===== src/rtl/dc_fetch_queue.sv =====
// dc_fetch_queue: decode-side receiver for the fetch handshake.
//   Accepts pc/inst/jump transfers from fetch (IF_valid/DC_ready) into a circular
//   FIFO, predecodes each accepted instruction to catch BPU errors that decode can
//   resolve (unpredicted JAL, taken prediction on a non-control instruction), and
//   raises a one-cycle registered redirect to fetch. The head is offered to issue
//   through DC_out_valid/IS_ready; a backend mispredict flushes the queue.
// Ports:
//   clk, rst             clock, asynchronous active-low reset
//   IF_valid, IF_out_*   fetch transfer (pc, inst, predicted jump)
//   DC_ready             queue not full
//   mispredict           backend flush
//   stall, IS_ready      issue-side freeze and accept
//   DC_out_*             head entry (valid, pc, inst, corrected jump)
//   DC_mispredict        redirect pulse to fetch, target in DC_redirect_pc
module dc_fetch_queue #(
  parameter int unsigned DEPTH = 4
) (
  input  logic        clk,
  input  logic        rst,
  input  logic        IF_valid,
  input  logic [31:0] IF_out_pc,
  input  logic [31:0] IF_out_inst,
  input  logic        IF_out_jump,
  output logic        DC_ready,
  input  logic        mispredict,
  input  logic        stall,
  input  logic        IS_ready,
  output logic        DC_out_valid,
  output logic [31:0] DC_out_pc,
  output logic [31:0] DC_out_inst,
  output logic        DC_out_jump,
  output logic        DC_mispredict,
  output logic [31:0] DC_redirect_pc
);

  localparam int unsigned PtrW = $clog2(DEPTH);
  localparam int unsigned CntW = PtrW + 1;

  localparam logic [6:0] OpBranch = 7'b1100011;
  localparam logic [6:0] OpJal    = 7'b1101111;
  localparam logic [6:0] OpJalr   = 7'b1100111;

  logic [31:0] pc_mem_q   [DEPTH];
  logic [31:0] inst_mem_q [DEPTH];
  logic        jump_mem_q [DEPTH];

  logic [PtrW-1:0] wr_ptr_q, wr_ptr_d;
  logic [PtrW-1:0] rd_ptr_q, rd_ptr_d;
  logic [CntW-1:0] count_q, count_d;
  logic            redirect_q, redirect_d;
  logic [31:0]     redirect_pc_q, redirect_pc_d;

  logic        full;
  logic        accept;
  logic        deq;
  logic [6:0]  opcode;
  logic        is_jal;
  logic        is_ctrl;
  logic        enq_jump;
  logic        need_redirect;
  logic [31:0] jal_imm;
  logic [31:0] target;

  assign full         = (count_q == CntW'(DEPTH));
  assign DC_ready     = !full;
  assign DC_out_valid = (count_q != '0);
  assign DC_out_pc    = pc_mem_q[rd_ptr_q];
  assign DC_out_inst  = inst_mem_q[rd_ptr_q];
  assign DC_out_jump  = jump_mem_q[rd_ptr_q];
  assign DC_mispredict  = redirect_q;
  assign DC_redirect_pc = redirect_pc_q;

  // A handshake during a flush or during the redirect pulse is consumed but dropped.
  assign accept = IF_valid & DC_ready & !mispredict & !redirect_q;
  assign deq    = DC_out_valid & IS_ready & !stall;

  assign opcode  = IF_out_inst[6:0];
  assign is_jal  = (opcode == OpJal);
  assign is_ctrl = (opcode == OpBranch) | is_jal | (opcode == OpJalr);
  assign jal_imm = {{11{IF_out_inst[31]}}, IF_out_inst[31], IF_out_inst[19:12],
                    IF_out_inst[20], IF_out_inst[30:21], 1'b0};

  always_comb begin
    enq_jump      = IF_out_jump;
    need_redirect = 1'b0;
    target        = IF_out_pc + 32'd4;
    if (is_jal && !IF_out_jump) begin
      enq_jump      = 1'b1;
      need_redirect = 1'b1;
      target        = IF_out_pc + jal_imm;
    end else if (IF_out_jump && !is_ctrl) begin
      enq_jump      = 1'b0;
      need_redirect = 1'b1;
    end
  end

  always_comb begin
    wr_ptr_d      = wr_ptr_q;
    rd_ptr_d      = rd_ptr_q;
    count_d       = count_q;
    redirect_d    = accept & need_redirect;
    redirect_pc_d = redirect_pc_q;
    if (accept && need_redirect) begin
      redirect_pc_d = target;
    end
    if (mispredict) begin
      // Same-cycle dequeue still completes at issue; the queue just empties.
      wr_ptr_d = '0;
      rd_ptr_d = '0;
      count_d  = '0;
    end else begin
      if (accept) wr_ptr_d = wr_ptr_q + PtrW'(1);
      if (deq)    rd_ptr_d = rd_ptr_q + PtrW'(1);
      count_d = count_q + CntW'(accept) - CntW'(deq);
    end
  end

  always_ff @(posedge clk or negedge rst) begin
    if (!rst) begin
      wr_ptr_q      <= '0;
      rd_ptr_q      <= '0;
      count_q       <= '0;
      redirect_q    <= 1'b0;
      redirect_pc_q <= '0;
      for (int i = 0; i < int'(DEPTH); i++) begin
        pc_mem_q[i]   <= '0;
        inst_mem_q[i] <= '0;
        jump_mem_q[i] <= 1'b0;
      end
    end else begin
      wr_ptr_q      <= wr_ptr_d;
      rd_ptr_q      <= rd_ptr_d;
      count_q       <= count_d;
      redirect_q    <= redirect_d;
      redirect_pc_q <= redirect_pc_d;
      if (accept) begin
        pc_mem_q[wr_ptr_q]   <= IF_out_pc;
        inst_mem_q[wr_ptr_q] <= IF_out_inst;
        jump_mem_q[wr_ptr_q] <= enq_jump;
      end
    end
  end

endmodule


===== config.mk =====
export PLATFORM = sky130hd
export DESIGN_NAME = dc_fetch_queue
export DESIGN_NICKNAME = d
export VERILOG_FILES = /design/src/rtl/dc_fetch_queue.sv
export SDC_FILE = /design/constraint.sdc
export NUM_CORES = 1
export LEC_CHECK = 0
export ABC_AREA = 0
export BUFFER_PORTS_ARGS = -buffer_cell sky130_fd_sc_hd__buf_2
export CORE_UTILIZATION = 57
export DETAILED_ROUTE_END_ITERATION = 10
export GPL_TIMING_DRIVEN = 0
export HOLD_SLACK_MARGIN = 0.1
export PLACE_DENSITY = 0.85
export SYNTH_ARGS = -nofsm -noshare
export SYNTH_HDL_FRONTEND = slang
export SYNTH_SLANG_ARGS = --single-unit

===== constraint.sdc =====
create_clock -name clk -period 3 [get_ports clk]
set_input_delay 0 -clock clk [delete_from_list [all_inputs] [get_ports clk]]
set_output_delay 0 -clock clk [all_outputs]
set_load 0.05 [all_outputs]

Word-level counts from Yosys, hierarchy flattened
Cells that the tools add are included.
Cells by class
  add/subtract/negate cells: 6
  $lt $le $gt $ge: 3
  equal/unequal tests: 4
  muxes and demuxes: 26
  bitwise logic cells: 10
  reduce and logical (&&, ||, !) cells: 13
Operators by type and width (number)
  $bwmux 128: 2
  $mux 32: 6
  $bmux 32 s2: 2
  $demux 32 s2: 1
  $add 32x3->32 const B: 1
  $add 32x32->32: 1
  $eq 7x7->1 const B: 3
  $mux 2: 4
  $mux 1: 7
  $and 1x1->1: 6
  $ge 3x3->1 const B: 2
  $logic_not 1->1: 6
  $not 2->3: 2
  $add 2x1->2 const B: 2
  $bwmux 4: 1
  $logic_and 1x1->1: 4
  $reduce_bool 2->1: 2
  $add 3x1->3: 1
  $eq 3x3->1 const B: 1
  $lt 3x1->1 const B: 1
  $mux 3: 1
  $reduce_bool 3->1: 1
  $sub 3x1->3: 1
  $bmux 1 s2: 1
  2 further kinds: 3
Word-level totals
  register bits: 300
  input port bits: 71
  output and inout bits: 100
  word-level logic and storage cells: 79

Longest topological paths before layout
Gate-level depths: netlist of the first run.
  depth in word-level cells: 8
  depth in mapped cells: 13

Worst setup path before layout of the first run
Ideal clock, no wire load.
  kind: reg2reg
  start: register count_q[1]
  end: register count_q[2]
  arrival: 2560 ps
  required time: 2872 ps
  path slack: 312 ps
  stages on the path, launching flop included: 14
  clock period less this slack: 2688 ps
  path through: dfrtp_1 nor2_1 nand2_1 and3_1 clkbuf_1 buf_1 inv_2 ha_1 inv_1 ha_1 inv_1 fa_1 xnor2_1 nor2_1
On the way
  cells in the longest elaborated chain, start to end: 8
RTL lines
  start, declared: RTL line 49  | logic [CntW-1:0] count_q, count_d;
  start signal, assigned: RTL line 133  | count_q <= count_d;
  $eq 3x3->1: RTL line 64  | assign full = (count_q == CntW'(DEPTH));
  $logic_not 1->1: RTL line 65  | assign DC_ready = !full;
  net DC_ready: RTL line 24  | output logic DC_ready,
  $and 1x1->1 (3 in a row): RTL line 74  | assign accept = IF_valid & DC_ready & !mispredict & !redirect_q;
  $add 3x1->3: RTL line 114  | count_d = count_q + CntW'(accept) - CntW'(deq);
  $sub 3x1->3: RTL line 114
  $mux 3: RTL line 106  | if (mispredict) begin
  net count_d[2]: RTL line 49
The timed path passes the listed nets, and every way through them passes these cells.
A chain may end at the register's enable or synchronous reset.

Worst setup path in the final report of the first run
  start: input IF_out_inst[31]
  end: register redirect_pc_q[31] (netlist: DC_redirect_pc[31])
On the way
  cells in the longest elaborated chain, start to end: 2
RTL lines
  start, declared: RTL line 22  | input logic [31:0] IF_out_inst,
  $add 32x32->32: RTL line 90  | target = IF_out_pc + jal_imm;
  $mux 32: RTL line 87  | if (is_jal && !IF_out_jump) begin
  end signal, assigned: RTL line 135  | redirect_pc_q <= redirect_pc_d;
  end, declared: RTL line 51  | logic [31:0] redirect_pc_q, redirect_pc_d;
Every way passes these cells.

==> impl_metrics.py, run 1 <==
metrics = {
    "placed_design": {
        "dp_hpwl_mm": 26.51,
        "portBuffers": 169,
        "place_congestion": 0.9337,
        "placed_area_sq_um": 16370,
    },
    "setup_path": {
        "reg2reg_depth": 8,
        "slowest_delay_ns": 0.55,
        "cp_cell_sequence": "dlygate4sd3_1 -> buf_2 -> ha_1 -> a21oi_1 -> nor2b_1 -> or2_2 -> nor3_1 -> nand2_1 -> mux2i_1 -> a2111oi_2 -> nand4_1 -> dlygate4sd3_1 -> nand3b_1",
        "cp_common_cell": "dlygate4sd3_1",
        "r2r_end": "pc_mem_q[97]",
        "crit_path_end_kind": "flop",
        "r2r_slack_ns": 0.16,
        "cp-endpoint": "DC_redirect_pc[31]",
        "cp_max_fo": 18,
        "start_kind": "input pin",
        "startpoint": "IF_out_inst[31]",
        "crit_arrival_ns": 3.34,
        "crit_buf_inv": 3,
        "path_class": "input pin to flop",
        "critPathRequiredTime_ns": 3.45,
        "cp_slowest_cell": "dlygate4sd3_1",
        "cp.depth": 13,
        "reg2reg_from": "count_q[1]",
        "cp_top_family": "buffers and inverters",
    },
    "route": {
        "firstDrtPassIters": 5,
        "drt_wl_total_mm": 39.33,
        "wl_per_cell_microns": 21.93,
        "drc_errors": 0,
        "ant_nets": 0,
        "first_iter_violations": 950,
        "viasPerCell": 6.103,
        "vias": 10943,
    },
    "worst_hold_path": {
        "hold_class": "input pin to flop",
    },
    "grt": {
        "antenna_found_initial": 0,
        "grt_util_all_layers_pct": 29.73,
        "grt_pass1_vias": 11226,
        "grt-ovfl-total": 0,
        "grt_pass1_wl_mm": 61.09,
        "grt_max_degree": 129,
    },
    "synth": {
        "synthTopCellsByArea": "dfrtp_1 50%, mux2_2 14%, mux4_2 9.7%, mux2_1 4.8%, ha_1 3.1%",
        "ys.flop_type": "dfrtp_1",
        "synth_edf_count": 0,
        "async_flop_share_pct": 100.0,
        "synth_top_area_share_pct": 49.91,
        "syn_nets": 1261,
        "synth_cells": 1151,
        "yosysWarnings": 0,
        "ys_ff_latch": 300,
        "syn_area_per_cell_sq_um": 13.07,
        "synth_top_area_cell": "dfrtp_1",
        "syn_area_sq_um": 15040,
        "seq_area_frac_synth_pct": 49.91,
        "synth_cell_types": 58,
    },
    "die": {
        "ios": 171,
        "die_w_microns": 164.4,
        "rows": 59,
        "die-area_sq_um": 27040,
        "core_area_sq_um": 25980,
        "initial_utilization_pct": 57.88,
        "die_height_microns": 164.4,
    },
    "pwr": {
        "power.total_mw": 17.72,
        "ir_drop_uv": 758.4,
        "leakagePower_nw": 8.312,
        "powerDensity_nw_per_um2": 969.8,
    },
    "final_layout": {
        "area_delta_synth_final_pct": 21.51,
        "final_util_pct": 70.33,
        "fin_nets": 1546,
        "stdcell_area_sq_um": 18280,
        "final_common_cell": "dfrtp_1",
        "nFillCells": 1749,
        "mostFrequentLayoutCells": "300 x dfrtp_1, 184 x mux2_2, 177 x buf_2",
        "drive_above_1_share_pct": 34.22,
        "antennaDiodeCount": 0,
    },
    "clock_network": {
        "cts.clk_slew.worst_paths_ns": 0.06,
        "htreeDepth": 1,
        "clock-sinks": 300,
        "cts_root_buf": "clkbuf_16",
        "postCtsSetupBuffers": 0,
        "clock_path_buffers": 3,
        "clkLatencyLatePin_ns": 0.57,
        "cts_tree": "yes",
        "numCtsBuffers": 31,
    },
    "timing": {
        "worst_hold_slack_ns": 0.1227,
        "finClkSkew_ns": 0.01797,
        "slew_headroom_pct": 39.26,
        "fmax_ghz": 0.3465,
        "min_period_ns": 2.886,
        "rsz0062_at_grt": "yes",
        "drv_slew": 0,
        "tightest_slew_ns": 0.9110,
        "hold_violations": 0,
        "setup_viol": 0,
        "final_min_period_over_clock_period_pct": 96.19,
    },
    "status": {
        "status": "complete, no violations",
    },
    "job": {
        "cap_viol_max_count": 0,
    },
}
area by class of cell:
type	count	area [sq um]	area share [%]
sequential	300	7507	41.08
multi-input combinational	766	7232	39.57
timing repair buffer	252	1739	9.516
clock buffer	45	918.4	5.025
tap	335	419.2	2.293
buffer	66	271.5	1.486
clock inverter	10	117.6	0.6435
inverter	19	71.32	0.3902
sequential cells by signal, summed over array words and instances, names as in the netlist:
name	cells
DC_mispredict	1
DC_redirect_pc	32
count_q	3
inst_mem_q	128
jump_mem_q	4
pc_mem_q	128
rd_ptr_q	2
wr_ptr_q	2
worst register-to-register path, cell delays in order, from the launching register on:
cell and delay [ns]:
dfrtp_1 0.43, nor2_1 0.11, nand2_1 0.09, and3_1 0.17, clkbuf_1 0.13, nand2_1 0.22, buf_1 0.60, mux2_2 0.42
dlygate4sd3_1 0.56
cells by family after synthesis:
group,Yosys count,share of synthesized area (%)
AOI/OAI and AO/OA,155,6.572
xor gates and xnor gates,52,3.028
adders and majority gates,39,3.344
buffers and inverters,85,2.188
DFF,300,49.91
muxes,318,28.63
and+or+nand+nor,202,6.322
through the flow:
stage	cells	setup slack (ns)	setup TNS, ns
2_1_floorplan	1151	0.3116	0
3_3_place_gp	1655	-3.454	-1027.73
3_5_place_dp	1657	0.09137	0
4_1_cts	1793	0.007968	0
5_1_grt	1793	-0.1194	-0.1428
6_report	1793	0.1144	0
power by group:
part | switching, mW | total, mW | leakage, nW | internal [mW]
clock network | 1.61 | 3.90 | 0.515 | 2.29
logic | 4.38 | 7.15 | 4.02 | 2.78
registers | 0.916 | 6.67 | 3.77 | 5.75
Yosys cell counts, types with 2 or more instances:
cell      instances
mux2i_1           5
a211oi_1          3
or3_1             4
o21ai_0          10
a22oi_1           8
nand3_1          19
xor2_1           25
ha_1             37
nor3_1           15
o31ai_1           7
buf_1            27
a221oi_1          2
a31oi_1           3
o41ai_1           2
nor2_1           40
a21boi_1          3
a211o_1           3
o21bai_1          7
dfrtp_1         300
and3_1            7
mux4_2           65
nand4_1          10
and2_1            4
fa_1              2
nand2_1          76
a21o_1            8
buf_2             8
o211ai_1          3
mux2_2          184
nor2b_1          13
a21oi_1          37
inv_1            16
mux2_1           64
clkbuf_1         31
nand2b_1          4
and4_1            5
o21ai_1          40
inv_2             2
xnor2_1          27
o21a_1            6
o22ai_1           2
per-layer routing:
layer	vias up	GRT usage, %	part of all wire (%)	routed length, microns
met4	0	12.43	4.6	1795
li1	4800	-	-	-
met1	5541	39.80	40	15920
met2	486	48.31	48	18810
met3	116	5.048	7.1	2806
met5	-	0	0	0
how the worst min path moves through the flow:
stage | startpoint | endpoint | slack, ns | depth (start not counted)
final | IF_out_inst[14] | DC_redirect_pc[15] | 0.12 | 5
after global routing | IF_out_pc[2] | DC_redirect_pc[9] | 0.15 | 7
after CTS | IF_out_inst[22] | DC_redirect_pc[2] | 0.10 | 6
after detailed placement | rst | pc_mem_q[107] | -0.05 | 1
after global placement | IF_out_inst[7] | inst_mem_q[103] | 0.28 | 2
after floorplan | rst | DC_mispredict | -0.30 | 0
what timing repair did:
action / in CTS / in global routing
pin swaps: 0 / 0
hold buffers: 81 / 0
resized for setup: 1 / 14
gates cloned: 0 / 0
endpoints found under the setup margin: 28 / 27
endpoints found under the hold margin: 592 / 0
No activity file was read; power rests on OpenSTA's default activity.
==> run 2: changes to the inputs <==
Settings changed: CORE_UTILIZATION 57 to 30, CTS_BUF_LIST set to sky130_fd_sc_hd__clkbuf_8, PLACE_DENSITY 0.85 to 0.54.
==> run 2 against run 1 <==
  * Critical path depth is 4 lower
  * Critical endpoint is now pc_mem_q[54]
  * Final area is 1.8% higher
  * Sequential power is 0.9% lower
  * Flip-flop and latch count stayed put
  * Non-clock buffer count is 11 lower
  * Total power hardly changed
  * Setup slack better by 0.090 ns
  * Largest cell class unchanged
  * Via count is 3.8% lower
  * Largest power group unchanged
  * Final cell count is 20% higher
==> impl_metrics.py, run 2 (same netlist as run 1, synthesis figures left out) <==
metrics = {
    "status": {
        "status": "complete, no violations",
    },
    "die": {
        "die_w_microns": 225.9,
        "die_height_microns": 225.9,
        "rows": 81,
        "die-area_sq_um": 51040,
        "ios": 171,
        "initial_utilization_pct": 30.60,
        "core_area_sq_um": 49150,
    },
    "pwr": {
        "p_int_mw": 10.67,
        "share_seq_of_total_power_pct": 37.3,
        "p_comb_share_pct": 40.4,
        "p_clk_share_pct": 22.2,
        "p_switching_mw": 7.045,
        "leakagePower_nw": 8.395,
        "sw_frac_of_total_pct": 39.78,
        "powerDensity_nw_per_um2": 951.6,
        "ir_drop_uv": 590.1,
    },
    "route": {
        "viasPerCell": 4.900,
        "ant_nets": 0,
        "drc_errors": 0,
        "drt_wl_total_mm": 43.22,
        "vias": 10531,
        "first_iter_violations": 619,
        "firstDrtPassIters": 5,
        "wl_per_cell_microns": 20.11,
    },
    "setup_path": {
        "crit_path_end_kind": "flop",
        "crit_arrival_ns": 3.28,
        "start_kind": "flop",
        "cp_slowest_cell": "dfrtp_1",
        "critPathRequiredTime_ns": 3.49,
        "path_class": "flop to flop",
        "cp_max_fo": 10,
        "cp_cell_sequence": "nor2_1 -> nand2_1 -> and3_1 -> clkbuf_1 -> clkbuf_2 -> nand2_1 -> buf_2 -> buf_2 -> mux2_1",
        "slowest_delay_ns": 0.43,
    },
    "job": {
        "cap_viol_max_count": 0,
    },
    "final_layout": {
        "antennaDiodeCount": 0,
        "final_common_cell": "dfrtp_1",
        "drive_above_1_share_pct": 35.42,
        "area_delta_synth_final_pct": 23.74,
        "final_util_pct": 37.86,
        "nFillCells": 4777,
        "fin_nets": 1557,
        "mostFrequentLayoutCells": "300 x dfrtp_1, 184 x mux2_2, 178 x buf_2",
    },
    "worst_hold_path": {
        "hold_class": "input pin to flop",
    },
    "clock_network": {
        "clock_path_buffers": 3,
        "postCtsSetupBuffers": 0,
        "cts_tree": "yes",
        "cts.clk_slew.worst_paths_ns": 0.07,
        "htreeDepth": 2,
        "numCtsBuffers": 53,
        "clock-sinks": 300,
        "cts_root_buf": "clkbuf_8",
        "clkLatencyLatePin_ns": 0.64,
    },
    "grt": {
        "grt-ovfl-total": 0,
        "grt_pass1_wl_mm": 66.05,
        "grt_max_degree": 119,
        "antenna_found_initial": 3,
        "grt_pass1_vias": 10785,
        "grt_util_all_layers_pct": 17.25,
    },
    "timing": {
        "drv_slew": 0,
        "slew_headroom_pct": 36.11,
        "finClkSkew_ns": 0.03629,
        "final_min_period_over_clock_period_pct": 93.18,
        "fmax_ghz": 0.3577,
        "worst_hold_slack_ns": 0.1450,
        "hold_violations": 0,
        "min_period_ns": 2.795,
        "rsz0062_at_grt": "no",
        "tightest_slew_ns": 0.9548,
        "setup_viol": 0,
        "setup_tns_ns": 0,
    },
    "placed_design": {
        "portBuffers": 169,
        "dp_hpwl_mm": 31.32,
        "place_congestion": 0.8450,
    },
}
-- run 2: cell count changes in the layout (fill, tap and decap cells not counted), moves of 2 or more --
cell / change
clkinv_4: -2
dlygate4sd3_1: -10
buf_4: +3
clkbuf_16: -31
buf_1: -3
inv_1: +21
clkbuf_1: -10
clkbuf_8: +54
inv_8: +2
clkbuf_2: +4
-- run 2: final timing paths --
kind	startpoint	to	slack [ns]	cells past startpoint
max in group asynchronous	rst	inst_mem_q[53]	1.04	5
hold / removal	IF_valid	wr_ptr_q[1]	0.14	6
min in group asynchronous	rst	pc_mem_q[107]	0.54	3
setup / recovery	count_q[1]	pc_mem_q[54]	0.20	9
setup reg to reg	count_q[1]	pc_mem_q[54]	0.20	9
hold reg to reg	DC_redirect_pc[8]	DC_redirect_pc[8]	0.48	2
-- run 2: layout make-up --
class	count	area (sq um)	share of cell area, %
plain buffers	66	290.3	1.560
repair buffers	241	1612	8.659
clock inverters	30	217.7	1.170
well taps	664	830.8	4.464
flip-flops and latches	300	7507	40.34
multi-input cells	766	7216	38.77
inverters	19	71.32	0.3832
clock buffers	63	867.1	4.659
-- run 2: power groups by stage --
stage               clock, mW  combinational (mW)  sequential (mW)
CTS                      4.07                7.28             6.62
global placement            0                7.05             6.59
global route             4.24                7.64             6.82
detailed placement          0                7.17             6.68
floorplan                   0                5.07             6.87
finish                   3.94                7.16             6.61
-- run 2: worst max-delay path, delay by kind of cell, from the launching register on --
kind / cells / cell delay (ns)
buf+inv: 4 / 1.08
mux: 1 / 0.36
flops: 1 / 0.43
simple gates: 4 / 0.76
-- run 2: metal layers --
metal | vias to the layer above | GRT usage (%) | wire, microns
li1 | 4833 | - | -
met1 | 5373 | 24.02 | 20170
met2 | 262 | 27.22 | 19960
met3 | 59 | 3.123 | 2094
met4 | 4 | 5.223 | 963
met5 | - | 0 | 20
-- run 2: repair_timing --
action | in CTS | in global routing
hold buffers | 70 | 0
endpoints found under the hold margin | 412 | 0
gates resized for setup | 17 | 11
setup endpoints to repair | 69 | 49
-- run 2: per-stage QoR --
step                      std cells  area (sq um)  power, mW  setup slack (ns)
after global routing           2149         18610      18.70           0.03594
after detailed placement       1986         16780      13.86           -0.1605
final                          2149         18610      17.71            0.2047
after floorplan                1151         15040      11.94            0.3116
after global placement         1984         16720      13.64            -3.732
after CTS                      2149         18590      17.96          0.005562
==> run 3: changes to the inputs <==
Settings changed: PLACE_DENSITY 0.54 to unset, PLACE_DENSITY_LB_ADDON set to 0.2.
==> run 3 against run 2 <==
  * Total power fell by 1.9%
  * Flip-flop and latch count did not move
  * Critical path depth rose by 5
  * Sequential power barely moved
  * Critical endpoint is now DC_redirect_pc[31]
  * Wire length rose by 2.2%
  * Register-to-register slack improved by 0.03 ns
  * Via count fell by 0.52%
  * Sequential share of layout area rose by 0.13 points
  * Setup slack got worse by 0.045 ns
  * Maximum frequency fell by 1.6%
  * Combinational power barely moved
  * Largest power group unchanged
==> impl_metrics.py, run 3 (same netlist as run 1, synthesis figures left out) <==
metrics = {
    "status": {
        "status": "complete, no violations",
    },
    "route": {
        "first_iter_violations": 462,
        "firstDrtPassIters": 5,
        "ant_nets": 0,
        "viasPerCell": 4.873,
        "drc_errors": 0,
        "vias": 10476,
        "drt_wl_total_mm": 44.15,
        "wl_per_cell_microns": 20.54,
    },
    "timing": {
        "worst_hold_slack_ns": 0.1595,
        "finClkSkew_ns": 0.04383,
        "slew_headroom_pct": 32.80,
        "drv_slew": 0,
        "hold_violations": 0,
        "final_min_period_over_clock_period_pct": 94.67,
        "tightest_slew_ns": 1.004,
        "min_period_ns": 2.840,
        "fmax_ghz": 0.3521,
        "setup_tns_ns": 0,
        "rsz0062_at_grt": "no",
        "setup_viol": 0,
    },
    "pwr": {
        "powerDensity_nw_per_um2": 936.6,
        "p_comb_share_pct": 41.2,
        "p_switching_mw": 6.997,
        "share_seq_of_total_power_pct": 38.1,
        "sw_frac_of_total_pct": 40.27,
        "leakagePower_nw": 8.360,
        "ir_drop_uv": 425.3,
        "p_int_mw": 10.38,
        "p_clk_share_pct": 20.8,
    },
    "placed_design": {
        "portBuffers": 169,
        "place_congestion": 0.8455,
        "dp_hpwl_mm": 31.67,
        "placed_area_sq_um": 16780,
    },
    "setup_path": {
        "cp_max_fo": 6,
        "path_class": "input pin to flop",
        "cp_cell_sequence": "dlygate4sd3_1 -> buf_2 -> ha_1 -> inv_1 -> fa_1 -> nor2b_1 -> o31ai_1 -> a21o_1 -> o21a_1 -> a21oi_2 -> mux2i_1 -> a2111oi_1 -> nor3_1 -> nand3b_1",
        "reg2reg_depth": 9,
        "crit_arrival_ns": 3.36,
        "slowest_delay_ns": 0.56,
        "r2r_slack_ns": 0.23,
        "cp_slowest_cell": "dlygate4sd3_1",
        "reg2reg_from": "count_q[1]",
        "crit_path_end_kind": "flop",
        "start_kind": "input pin",
        "r2r_end": "pc_mem_q[77]",
        "critPathRequiredTime_ns": 3.52,
    },
    "grt": {
        "grt_pass1_vias": 10919,
        "grt_max_degree": 120,
        "grt_pass1_wl_mm": 67.09,
        "antenna_found_initial": 0,
        "grt_util_all_layers_pct": 17.69,
        "grt-ovfl-total": 0,
    },
    "die": {
        "die_w_microns": 225.9,
        "initial_utilization_pct": 30.60,
        "ios": 171,
        "core_area_sq_um": 49150,
        "rows": 81,
        "die-area_sq_um": 51040,
        "die_height_microns": 225.9,
    },
    "clock_network": {
        "numCtsBuffers": 54,
        "clkLatencyLatePin_ns": 0.64,
        "cts_tree": "yes",
        "cts_root_buf": "clkbuf_8",
        "clock-sinks": 300,
        "cts.clk_slew.worst_paths_ns": 0.06,
        "clock_path_buffers": 3,
        "htreeDepth": 2,
    },
    "worst_hold_path": {
        "worstHoldStart": "IF_valid",
        "hold_class": "input pin to flop",
        "min_to": "wr_ptr_q[1]",
        "whs_path_depth": 6,
    },
    "final_layout": {
        "drive_above_1_share_pct": 34.99,
        "final_common_cell": "dfrtp_1",
        "antennaDiodeCount": 0,
        "area_delta_synth_final_pct": 23.34,
        "seqCellArea_sq_um": 7507,
        "fin_nets": 1559,
        "stdcell_area_sq_um": 18550,
        "multiInputGateArea_sq_um": 7211,
        "nFillCells": 4812,
        "mostFrequentLayoutCells": "300 x dfrtp_1, 184 x mux2_2, 175 x buf_2",
    },
    "job": {
        "cap_viol_max_count": 0,
    },
}
-- run 3: how the worst max path moves through the flow --
stage                      start                  to  slack [ns]  cells past startpoint
global placement             rst      inst_mem_q[39]       -3.90                      1
global route        IF_out_pc[1]  DC_redirect_pc[31]       0.009                     14
finish              IF_out_pc[1]  DC_redirect_pc[31]        0.16                     14
CTS                  rd_ptr_q[0]     DC_out_inst[22]        0.04                      5
floorplan             count_q[1]          count_q[2]        0.31                     13
detailed placement    count_q[1]        pc_mem_q[25]       -0.18                      8
-- run 3: worst max-delay path, delay by kind of cell --
family,cells,cell delay [ns]
AO/OA/AOI/OAI,5,1.40
buffers and inverters,3,0.79
adder cells (fa/ha/maj),2,0.58
AND/OR/NAND/NOR,3,0.47
multiplexers,1,0.11
-- run 3: timing repair --
| action | 4_1_cts | 5_1_grt |
|---|---|---|
| hold endpoints to repair | 599 | 0 |
| pin swaps | 0 | 0 |
| resized for setup | 16 | 7 |
| hold buffers | 72 | 0 |
| setup buffers | 0 | 0 |
| setup endpoints to repair | 84 | 46 |
-- run 3: metal layers --
layer	part of all wire (%)	routed length [microns]	track usage [%]	vias to the layer above
met2	47	20610	28.15	214
met4	1.8	801	4.411	0
met3	4.6	2018	3.825	62
li1	-	-	-	4837
met1	47	20720	24.38	5363
met5	0	0	0	-
-- run 3: through the flow --
stage / std cells / setup slack [ns] / util [%] / total power [mW]
2_1_floorplan: 1151 / 0.3116 / - / 11.94
3_3_place_gp: 1984 / -3.899 / 34.01 / 13.65
3_5_place_dp: 1986 / -0.1790 / 34.14 / 13.83
4_1_cts: 2150 / 0.04048 / 37.71 / 17.64
5_1_grt: 2150 / 0.008585 / 37.74 / 18.38
6_report: 2150 / 0.1598 / 37.74 / 17.37
-- run 3: cell type report --
cell class | count | area share [%]
Clock buffer | 62 | 4.600
Timing Repair Buffer | 243 | 8.889
Buffer | 65 | 1.558
Sequential cell | 300 | 40.47
Tap cell | 664 | 4.478
Inverter | 19 | 0.3844
Clock inverter | 31 | 0.7554
Multi-Input combinational cell | 766 | 38.87
-- run 3: power by group through the flow --
| stage | clock [mW] | combinational [mW] | sequential (mW) |
|---|---|---|---|
| 2_1_floorplan | 0 | 5.07 | 6.87 |
| 3_3_place_gp | 0 | 7.04 | 6.61 |
| 3_5_place_dp | 0 | 7.15 | 6.68 |
| 4_1_cts | 3.76 | 7.26 | 6.62 |
| 5_1_grt | 3.93 | 7.63 | 6.82 |
| 6_report | 3.61 | 7.15 | 6.61 |
